==> src/rtl/cdc_pkg.sv <==
// -----------------------------------------------------------------------------
// cdc_pkg
// Shared types and constants for the toggle-handshake bus CDC controllers.
//   rx_state_e       : receive controller state (IDLE / PRESENT)
//   SYNC_STAGES_MIN  : shallowest allowed request synchronizer
//   SYNC_STAGES_MAX  : deepest allowed request synchronizer
//   DEF_*            : default parameter values for the controllers
// Optional feature macro used by the controllers: CDC_RX_PARITY_EN
// -----------------------------------------------------------------------------
package cdc_pkg;

  typedef enum logic {
    IDLE    = 1'b0,
    PRESENT = 1'b1
  } rx_state_e;

  localparam int SYNC_STAGES_MIN = 2;
  localparam int SYNC_STAGES_MAX = 4;

  localparam int DEF_S           = 12;
  localparam int DEF_SYNC_STAGES = 2;
  localparam int DEF_CNT_W       = 16;

endpackage

==> src/rtl/cdc_sync_chain.sv <==
// -----------------------------------------------------------------------------
// cdc_sync_chain
// Single-bit flop synchronizer, STAGES flops deep, asynchronous active-high
// reset. Only ever used for toggle signals; never for multi-bit buses.
// Ports:
//   clk     : destination clock
//   rst     : asynchronous active-high reset (all flops to 0)
//   async_i : signal asynchronous to clk
//   sync_o  : output of the last flop in the chain
// -----------------------------------------------------------------------------
module cdc_sync_chain #(
  parameter int STAGES = 2
) (
  input  logic clk,
  input  logic rst,
  input  logic async_i,
  output logic sync_o
);

  logic [STAGES-1:0] sync_q;

  // sync_q[0] is the metastability-catching flop; the rest only re-time it.
  always_ff @(posedge clk or posedge rst) begin
    if (rst) begin
      sync_q <= '0;
    end else begin
      sync_q <= {sync_q[STAGES-2:0], async_i};
    end
  end

  assign sync_o = sync_q[STAGES-1];

endmodule

==> src/rtl/cdc_bus_rx_ctrl.sv <==
// -----------------------------------------------------------------------------
// cdc_bus_rx_ctrl
// Receive side of a 2-phase (toggle) req/ack bus crossing into clk. Only the
// request toggle is synchronized; the S-bit bus is captured once while the
// sender holds it stable. The word is presented on valid/ready, an ack toggle
// is returned on acceptance, transfers are counted and protocol errors are
// flagged.
// Ports:
//   clk, rst        : clock, asynchronous active-high reset
//   async_req_tgl   : sender request toggle (asynchronous)
//   async_data[S]   : sender bus, stable from req toggle to matching ack
//   ack_tgl         : acknowledge toggle back to the sender
//   out_valid/ready : downstream handshake, out_data[S] the captured word
//   busy            : a word is being held
//   xfer_cnt[CNT_W] : completed transfers, wraps
//   proto_err       : sticky, sender toggled req before getting ack
//   async_par       : even parity of async_data   (CDC_RX_PARITY_EN only)
//   par_err         : sticky parity error flag    (CDC_RX_PARITY_EN only)
// Optional feature macro: CDC_RX_PARITY_EN
// -----------------------------------------------------------------------------
module cdc_bus_rx_ctrl
  import cdc_pkg::*;
#(
  parameter int S           = DEF_S,
  parameter int SYNC_STAGES = DEF_SYNC_STAGES,
  parameter int CNT_W       = DEF_CNT_W
) (
  input  logic             clk,
  input  logic             rst,
  input  logic             async_req_tgl,
  input  logic [S-1:0]     async_data,
  output logic             ack_tgl,
  output logic             out_valid,
  input  logic             out_ready,
  output logic [S-1:0]     out_data,
  output logic             busy,
  output logic [CNT_W-1:0] xfer_cnt,
`ifdef CDC_RX_PARITY_EN
  input  logic             async_par,
  output logic             par_err,
`endif
  output logic             proto_err
);

  rx_state_e        state_q, state_d;
  logic             req_seen_q, req_seen_d;
  logic [S-1:0]     data_q, data_d;
  logic             ack_q, ack_d;
  logic [CNT_W-1:0] cnt_q, cnt_d;
  logic             proto_err_q, proto_err_d;
  logic             req_sync;
  logic             req_edge;

  cdc_sync_chain #(
    .STAGES (SYNC_STAGES)
  ) u_req_sync (
    .clk     (clk),
    .rst     (rst),
    .async_i (async_req_tgl),
    .sync_o  (req_sync)
  );

  // A new request is any difference between the synchronized toggle and the
  // last toggle level this side has consumed.
  assign req_edge = req_sync ^ req_seen_q;

`ifdef CDC_RX_PARITY_EN
  logic par_err_q, par_err_d;
`endif

  always_ff @(posedge clk or posedge rst) begin
    if (rst) begin
      state_q     <= IDLE;
      req_seen_q  <= 1'b0;
      data_q      <= '0;
      ack_q       <= 1'b0;
      cnt_q       <= '0;
      proto_err_q <= 1'b0;
    end else begin
      state_q     <= state_d;
      req_seen_q  <= req_seen_d;
      data_q      <= data_d;
      ack_q       <= ack_d;
      cnt_q       <= cnt_d;
      proto_err_q <= proto_err_d;
    end
  end

`ifdef CDC_RX_PARITY_EN
  always_ff @(posedge clk or posedge rst) begin
    if (rst) begin
      par_err_q <= 1'b0;
    end else begin
      par_err_q <= par_err_d;
    end
  end
`endif

  always_comb begin
    state_d     = state_q;
    req_seen_d  = req_seen_q;
    data_d      = data_q;
    ack_d       = ack_q;
    cnt_d       = cnt_q;
    proto_err_d = proto_err_q;
`ifdef CDC_RX_PARITY_EN
    par_err_d   = par_err_q;
`endif
    case (state_q)
      IDLE: begin
        if (req_edge) begin
          // The bus has been stable since before the toggle entered the
          // synchronizer, so sampling it here is safe.
          data_d     = async_data;
          req_seen_d = req_sync;
          state_d    = PRESENT;
`ifdef CDC_RX_PARITY_EN
          par_err_d  = par_err_q | (^{async_data, async_par});
`endif
        end
      end
      PRESENT: begin
        // Early toggle from the sender: flag it and consume the edge so it
        // is not mistaken for a fresh word later; held data is untouched.
        if (req_edge) begin
          proto_err_d = 1'b1;
          req_seen_d  = req_sync;
        end
        if (out_ready) begin
          ack_d   = ~ack_q;
          cnt_d   = cnt_q + CNT_W'(1);
          state_d = IDLE;
        end
      end
      default: begin
        state_d = IDLE;
      end
    endcase
  end

  assign out_valid = (state_q == PRESENT);
  assign busy      = (state_q == PRESENT);
  assign out_data  = data_q;
  assign ack_tgl   = ack_q;
  assign xfer_cnt  = cnt_q;
  assign proto_err = proto_err_q;
`ifdef CDC_RX_PARITY_EN
  assign par_err   = par_err_q;
`endif

endmodule

==> config.mk <==
export PLATFORM = sky130hd
export DESIGN_NAME = cdc_bus_rx_ctrl
export DESIGN_NICKNAME = d
export VERILOG_FILES = /design/src/rtl/cdc_pkg.sv /design/src/rtl/cdc_sync_chain.sv /design/src/rtl/cdc_bus_rx_ctrl.sv
export SDC_FILE = /design/constraint.sdc
export NUM_CORES = 1
export LEC_CHECK = 0
export CAP_MARGIN = 10
export CORE_MARGIN = 3
export CORE_UTILIZATION = 30
export DETAILED_ROUTE_END_ITERATION = 12
export SLEW_MARGIN = 10
export SYNTH_ARGS = -nofsm -noshare
export SYNTH_HDL_FRONTEND = slang
export SYNTH_SLANG_ARGS = --single-unit
==> constraint.sdc <==
create_clock -name clk -period 1.3 [get_ports clk]
set_input_delay 0.26 -clock clk [delete_from_list [all_inputs] [get_ports clk]]
set_output_delay 0.26 -clock clk [all_outputs]
set_load 0.005 [all_outputs]
# [Word level (Yosys, flattened, before mapping)]
# Index checks and enable logic that the tools add are counted.
[word_totals] ff_bits=34 input_bits=16 out_inout_bits=32 elab_cells=18
[classes] add_sub_neg=1 n_mux=4 bitwise_logic=3 reduce_logical=3
[ops] cell="$add 16x1->16 const B" n=1
[ops] cell="$reduce_and 2->1" n=3
[ops] cell="$mux 1" n=3
[ops] cell="$not 1->1" n=2
[ops] cell="$pmux 1 s2" n=1
[ops] cell="$xor 1x1->1" n=1

# [Depth between registers and ports, before layout]
# Gate-level depths: netlist (run 1).
[logic_depth] word_depth=3 mapped_depth=5 ltp_nobuf=5

# [Cells and area by module]
# Synthesis (run 1) repeated with hierarchy kept, for this count alone.
[hier_totals] cells_unflattened=101 hier_area_um2=1396.3
[by_module_without_submodules] mod="cdc_bus_rx_ctrl" instances=1 cells_per_inst=98 area_per_inst_um2=1342.5 seq_area_each_um2=800.8
[by_module_without_submodules] mod="cdc_sync_chain" instances=1 cells_per_inst=3 area_per_inst_um2=53.8 seq_area_each_um2=50.0

# [Worst setup path after synthesis (run 1)]
# No wires, ideal clock.
[synth_path] path_kind="register to register" from="reg req_seen_q" to="reg data_q[0], in the netlist out_data[0]" setup_ns=0.125 arrival_time_ns=1.282 required_ns=1.175 path_slack_ns=-0.107 path_stages_with_launch=5 path_buffers=1 period_less_slack_ns=1.407 cell_sequence="dfrtp_1 xor2_1 and2b_1 buf_2 mux2_2"
[synth_between] elab_chain_len=2
[synth_rtl] element="start, declared" line="cdc_bus_rx_ctrl.sv:46" source="logic req_seen_q, req_seen_d;"
[synth_rtl] element="start signal, assigned" line="cdc_bus_rx_ctrl.sv:81" source="req_seen_q <= req_seen_d;"
[synth_rtl] element="$xor 1x1->1" line="cdc_bus_rx_ctrl.sv:65" source="assign req_edge = req_sync ^ req_seen_q;"
[synth_rtl] element="$reduce_and 2->1 (no line)"
[synth_rtl] element="end signal, assigned" line="cdc_bus_rx_ctrl.sv:82" source="data_q <= data_d;"
[synth_rtl] element="end, declared" line="cdc_bus_rx_ctrl.sv:47" source="logic [S-1:0] data_q, data_d;"
# No other way between the ends.
# A chain may end at the register's enable or synchronous reset.

# [Worst setup path after layout (run 1)]
[layout_path] from="reg u_req_sync.sync_q[1]" to="reg data_q[2], in the netlist out_data[2]"
[layout_between] elab_chain_len=2
[layout_rtl] element="start, declared" line="cdc_sync_chain.sv:20" source="logic [STAGES-1:0] sync_q;"
[layout_rtl] element="start signal, assigned" line="cdc_sync_chain.sv:27" source="sync_q <= {sync_q[STAGES-2:0], async_i};"
[layout_rtl] element="$xor 1x1->1" line="cdc_bus_rx_ctrl.sv:65"
[layout_rtl] element="$reduce_and 2->1 (no line)"
# No other way between the ends.

==> results_dict.tcl, run 1 <==
set metrics [dict create \
    cts_sinks 34 \
    max_stage_delay_ns 0.39 \
    syn_area_mm2 0.00139 \
    hpwl_mm 2.26 \
    yosys.area_share.simple_pct 13.7 \
    die_w_um 74.1 \
    violations "setup timing" \
    ys_types 24 \
    p_int_mw 2.89 \
    setup_slack_ns -0.0333 \
    worst_slew_pin_slew_ns 0.359 \
    cp_top_family "flip-flops" \
    synth_compound_area_share_pct 0.539 \
    finalHoldViolCount 0 \
    cts_hold_buffers 0 \
    gp_congestion 0.770 \
    max_cap_viol_count 0 \
    cp_slowest_cell "dfrtp_1" \
    n_antenna_cell 0 \
    num_rows 24 \
    pwr-share-clk_pct 22.5 \
    timing.rr.start "u_req_sync.sync_q[1]" \
    slew_headroom_pct 76.0 \
    ir_drop_v 0.000844 \
    synthMuxAreaShare_pct 10.5 \
    post-route-util_pct 56.1 \
    path_class "reg -> reg" \
    cts-buffers-inserted 5 \
    nNetsFinal 212 \
    p_switching_mw 1.09 \
    initial_core_util_pct 31.5 \
    grt_max_degree 35 \
    placed_area_mm2 0.00211 \
    die_h_um 74.1 \
    track_usage_pct 14.3 \
    clk_pin_slew_ns 0.07 \
    cts_buffer_depth 2 \
    crit_path_start_kind "flop" \
    synthArstFlopShare_pct 100 \
    vias 1125 \
    fin_crit_sh_pct 103 \
    grt_pass1_wl_mm 5.90 \
    cp-end-kind "flop" \
    synth-edff-count 0 \
    port_buffers 47 \
    path_max_fanout 12 \
    clkLatencyLatePin_ns 0.28 \
    ant_nets 0 \
    synthFlopType "dfrtp_1" \
    synth-warning-count 0 \
    synth_fa_ha_area_share_pct 0.898 \
    gr-total-overflow 0 \
    p_leak_nw 1.28 \
    holdCritPathClass "in -> async" \
    grt_pass1_vias 1216 \
    cp.depth 4 \
    arrival_ns 1.50 \
    area_growth_syn_to_layout_pct 77.8 \
    p_per_area_mw_per_mm2 1610 \
    wl_mm 3.63 \
    synth_xor_area_share_pct 10.7 \
    syn_inst 102 \
    rr_worst_depth 4 \
    h-tree-depth 2 \
    startpoint "u_req_sync.sync_q[1]" \
    switching_share_pct 27.5 \
    finalClockSkew_ns 0.00616 \
    r2r_end "out_data[2]" \
    drc 0 \
    first_pass_iters 4 \
    synth_top_family_by_area "simple AND/OR/NAND/NOR gates" \
    status "finished with violations" \
    wl_per_cell_um 14.6 \
    syn_nets 119 \
    clock.fmax_mhz 750 \
    critical_path_buf_inv_count 1 \
    finalCriticalPeriod_ns 1.33 \
    cts_tree "done" \
    routed_via_density 4.54 \
    ios 48 \
    drv_slew 0 \
    syn_avg_cell_area_um2 13.7 \
    finalSetupViolCount 15 \
    rsz0062_at_grt "yes" \
    antenna_found_initial 0 \
    cp_cell_sequence "xor2_1 > and2b_1 > buf_12 > mux2_4" \
    yosysSeqAreaShare_pct 61.1 \
    r2r_slack_ns -0.03 \
    root_buffer "clkbuf_8" \
    drt_iter0_drc 30 \
    required_ns 1.46 \
    combPwrFrac_pct 40.5 \
    core-area_mm2 0.00441 \
    pwr-share-seq_pct 37.0 \
    drive_gt1_share_pct 42.3 \
    final_area_mm2 0.00248 \
    die-area_mm2 0.00550 \
    synth_seq_cells 34 \
]
layout by cell type, fill, tap and decap left out, drive strengths merged:
cell	instances
dlygate4sd2	28
buf	43
nand4	7
nand2	6
inv	2
nor4	4
nand3	4
and2b	1
ha	1
xnor2	9
and2	1
a21o	1
clkbuf	12
xor2	8
clkdlybuf4s50	15
mux2	13
nor2b	1
and3	1
nor3	1
dfrtp	34
nor2	4
cells by family (layout without fill, tap and decap cells):
| kind of cell | count (synthesis) | in the layout |
|---|---|---|
| fa+ha+maj | 1 | 1 |
| simple gates | 30 | 30 |
| mux | 13 | 13 |
| xor+xnor | 17 | 17 |
| buf+inv | 6 | 100 |
| compound gates | 1 | 1 |
| flops | 34 | 34 |
how the worst max path moves through the flow:
stage              endpoint  slack [ns]
2_1_floorplan   out_data[0]       -0.08
3_3_place_gp   xfer_cnt[11]       -0.31
3_5_place_dp   xfer_cnt[11]       -0.36
4_1_cts         out_data[5]       -0.05
5_1_grt        xfer_cnt[15]       -0.10
6_report        out_data[2]       -0.03
registers in the layout, summed over array words and instances (netlist names):
register / flops
out_data: 12
proto_err: 1
u_req_sync.sync_q: 2
ack_tgl: 1
xfer_cnt: 16
req_seen_q: 1
busy: 1
power groups by stage:
| stage | Sequential, mW | Combinational (mW) | Clock, mW |
|---|---|---|---|
| floorplan | 1.57 | 0.455 | 0 |
| global placement | 1.51 | 1.37 | 0 |
| detailed placement | 1.53 | 1.39 | 0 |
| CTS | 1.47 | 1.54 | 0.921 |
| global route | 1.52 | 1.73 | 0.976 |
| finish | 1.48 | 1.61 | 0.895 |
synth_stat cells (2+ instances only):
| library cell | count | share of area [%] |
|---|---|---|
| dfrtp_1 | 34 | 61 |
| mux2_2 | 13 | 11 |
| xnor2_1 | 9 | 5.7 |
| xor2_1 | 8 | 5.0 |
| nand2_1 | 6 | 1.6 |
| nand4_1 | 5 | 2.2 |
| nand3_1 | 4 | 1.4 |
| nor2_1 | 4 | 1.1 |
| inv_1 | 2 | 0.54 |
| nor4_1 | 2 | 0.90 |
| nor4_2 | 2 | 1.8 |
layout make-up:
cell class                      instances  area, um2
Fill cell                             380       1940
Multi-Input combinational cell         62        661
Sequential cell                        34        851
Clock buffer                            8        110
Tap cell                               52       65.1
Inverter                                2       7.51
Timing Repair Buffer                   90        782
metrics by stage:
stage                     hold slack (ns)  setup WS [ns]  setup TNS [ns]  power (mW)  std cells
after floorplan                     0.291        -0.0750          -0.450        2.03        102
after global placement              0.334         -0.307           -3.63        2.88        216
after detailed placement            0.347         -0.357           -3.98        2.91        216
after CTS                           0.343        -0.0516          -0.322        3.93        246
after global routing                0.343         -0.101           -1.51        4.22        248
final                               0.337        -0.0333          -0.400        3.98        248
timing repair:
item,CTS,global route
buffers inserted,22,2
setup endpoints to repair,48,28
gates resized for setup,48,19
hold endpoints to repair,0,0
pin swaps,5,6
worst register-to-register path, delay by kind of cell, from the launching register on:
kind                      cells  cell delay (ns)
muxes                         1             0.31
DFF                           1             0.39
xor gates and xnor gates      1             0.18
and+or+nand+nor               1             0.19
buffers and inverters         1             0.16
layer usage:
metal | vias up | routed length, um | track usage [%]
li1 | 534 | - | -
met1 | 554 | 1570 | 19.0
met2 | 35 | 1790 | 22.0
met3 | 2 | 241 | 5.00
met4 | 0 | 25 | 4.23
met5 | - | 0 | 0
(Power assumes the default switching activity.)
==> run 2: changes to the inputs <==
- CORE_UTILIZATION: 30 -> 38
- PLACE_DENSITY: not set -> 0.72
==> results_dict.tcl, run 2 (synthesis gave the netlist of run 1 again) <==
set metrics [dict create \
    drv_slew 0 \
    track_usage_pct 17.0 \
    grt_max_degree 25 \
    wl_mm 3.52 \
    antenna_found_initial 0 \
    max_cap_viol_count 0 \
    first_pass_iters 4 \
    hold_start "u_req_sync.sync_q[0]" \
    whs_ns 0.350 \
    gr-total-overflow 0 \
    largest_register_ffs 16 \
    die_w_um 66.5 \
    path_class "reg -> reg" \
    finalClockSkew_ns 0.00527 \
    cp-end-kind "flop" \
    h-tree-depth 2 \
    nNetsFinal 210 \
    pre_cts_slack_ns -0.370 \
    drive_gt1_share_pct 39.9 \
    cts-buffers-inserted 5 \
    vias 1137 \
    initial_core_util_pct 40.5 \
    ant_nets 0 \
    finalSetupViolCount 16 \
    r2r_end "xfer_cnt[15]" \
    num-fill-cells 254 \
    fin_tns_setup_ns -0.559 \
    final_area_mm2 0.00241 \
    gp_congestion 0.787 \
    grt_pass1_vias 1208 \
    grt_pass1_wl_mm 5.51 \
    required_ns 1.51 \
    cts_tree "done" \
    cts_buffer_depth 2 \
    drc 0 \
    path_max_fanout 4 \
    arrival_ns 1.59 \
    cts_sinks 34 \
    finalCriticalPeriod_ns 1.38 \
    violations "setup timing" \
    ios 48 \
    instances_no_fill 239 \
    clk_pin_slew_ns 0.06 \
    port_buffers 47 \
    finalHoldViolCount 0 \
    core-area_mm2 0.00344 \
    area_growth_syn_to_layout_pct 73.0 \
    die_h_um 66.5 \
    wl_met1_mm 1.43 \
    slew_headroom_pct 80.2 \
    mostFrequentLayoutCell "dfrtp_1" \
    ir_drop_v 0.000936 \
    placed_area_mm2 0.00208 \
    dr_wl_met2_mm 1.79 \
    hpwl_mm 2.26 \
    p_leak_nw 1.24 \
    power.total_mw 3.72 \
    r2r_slack_ns -0.08 \
    drt_iter0_drc 32 \
    wl_per_cell_um 14.7 \
    routed_via_density 4.76 \
    status "finished with violations" \
    setup_slack_ns -0.0831 \
    clock.fmax_mhz 723 \
    rr_worst_depth 5 \
    timing.rr.start "xfer_cnt[8]" \
    seq_area_um2 851 \
    rsz0062_at_grt "yes" \
    die-area_mm2 0.00443 \
    multi_input_area_um2 647 \
    n_antenna_cell 0 \
    wl_met3_um 231 \
    holdCritPathClass "reg -> reg" \
    final_cell_mix "dfrtp_1 (34), buf_4 (32), dlygate4sd2_1 (28), clkdlybuf4s50_1 (14), mux2_4 (12)" \
    hold_depth 0 \
    min_to "u_req_sync.sync_q[1]" \
    fin_crit_sh_pct 106 \
    root_buffer "clkbuf_8" \
    top_layer "met4" \
    clkLatencyLatePin_ns 0.28 \
    crit_path_start_kind "flop" \
    post-route-util_pct 70.0 \
    worst_slew_pin_slew_ns 0.297 \
    p_per_area_mw_per_mm2 1540 \
    dp.cells 207 \
    num_rows 21 \
]
-- run 2: per-layer routing --
metal,track usage (%),vias to the layer above
met4,6.85,0
met1,19.4,562
li1,-,530
met2,28.5,39
met3,6.24,6
met5,0,-
-- run 2: layout make-up --
class	instances	area share [%]
inverters	2	0.312
clock buffers	7	3.17
well taps	46	2.39
repair buffers	88	31.9
flip-flops and latches	34	35.3
multi-input cells	62	26.9
-- run 2: report_power, final --
group / total (mW) / internal (mW) / switching (mW)
combinational: 1.52 / 0.973 / 0.546
clock: 0.713 / 0.368 / 0.345
sequential: 1.48 / 1.32 / 0.165
-- run 2: how the worst max path moves through the flow --
stage / start / slack (ns) / cells after the start / endpoint
2_1_floorplan: req_seen_q / -0.08 / 4 / out_data[0]
4_1_cts: busy / -0.06 / 5 / xfer_cnt[15]
3_5_place_dp: out_ready / -0.37 / 5 / xfer_cnt[11]
5_1_grt: xfer_cnt[8] / -0.15 / 5 / xfer_cnt[13]
6_report: xfer_cnt[8] / -0.08 / 5 / xfer_cnt[15]
3_3_place_gp: out_ready / -0.33 / 5 / xfer_cnt[11]
-- run 2: repair_timing --
action,in CTS,in global routing
hold buffers,0,0
resized for setup,51,17
endpoints found under the setup margin,51,25
pin swaps,4,11
setup buffers,19,6
gates cloned,0,0
-- run 2: critical path, cell delays in order (launching register included) --
cell	delay [ns]
dfrtp_1	0.38
buf_6	0.12
nand4_1	0.19
buf_4	0.21
nor4_4	0.24
xor2_1	0.17
==> run 3: changes to the inputs <==
- SLEW_MARGIN: 10 -> not set
==> results of run 3 <==
Final layout, timing and power as in run 2 (identical DEF).
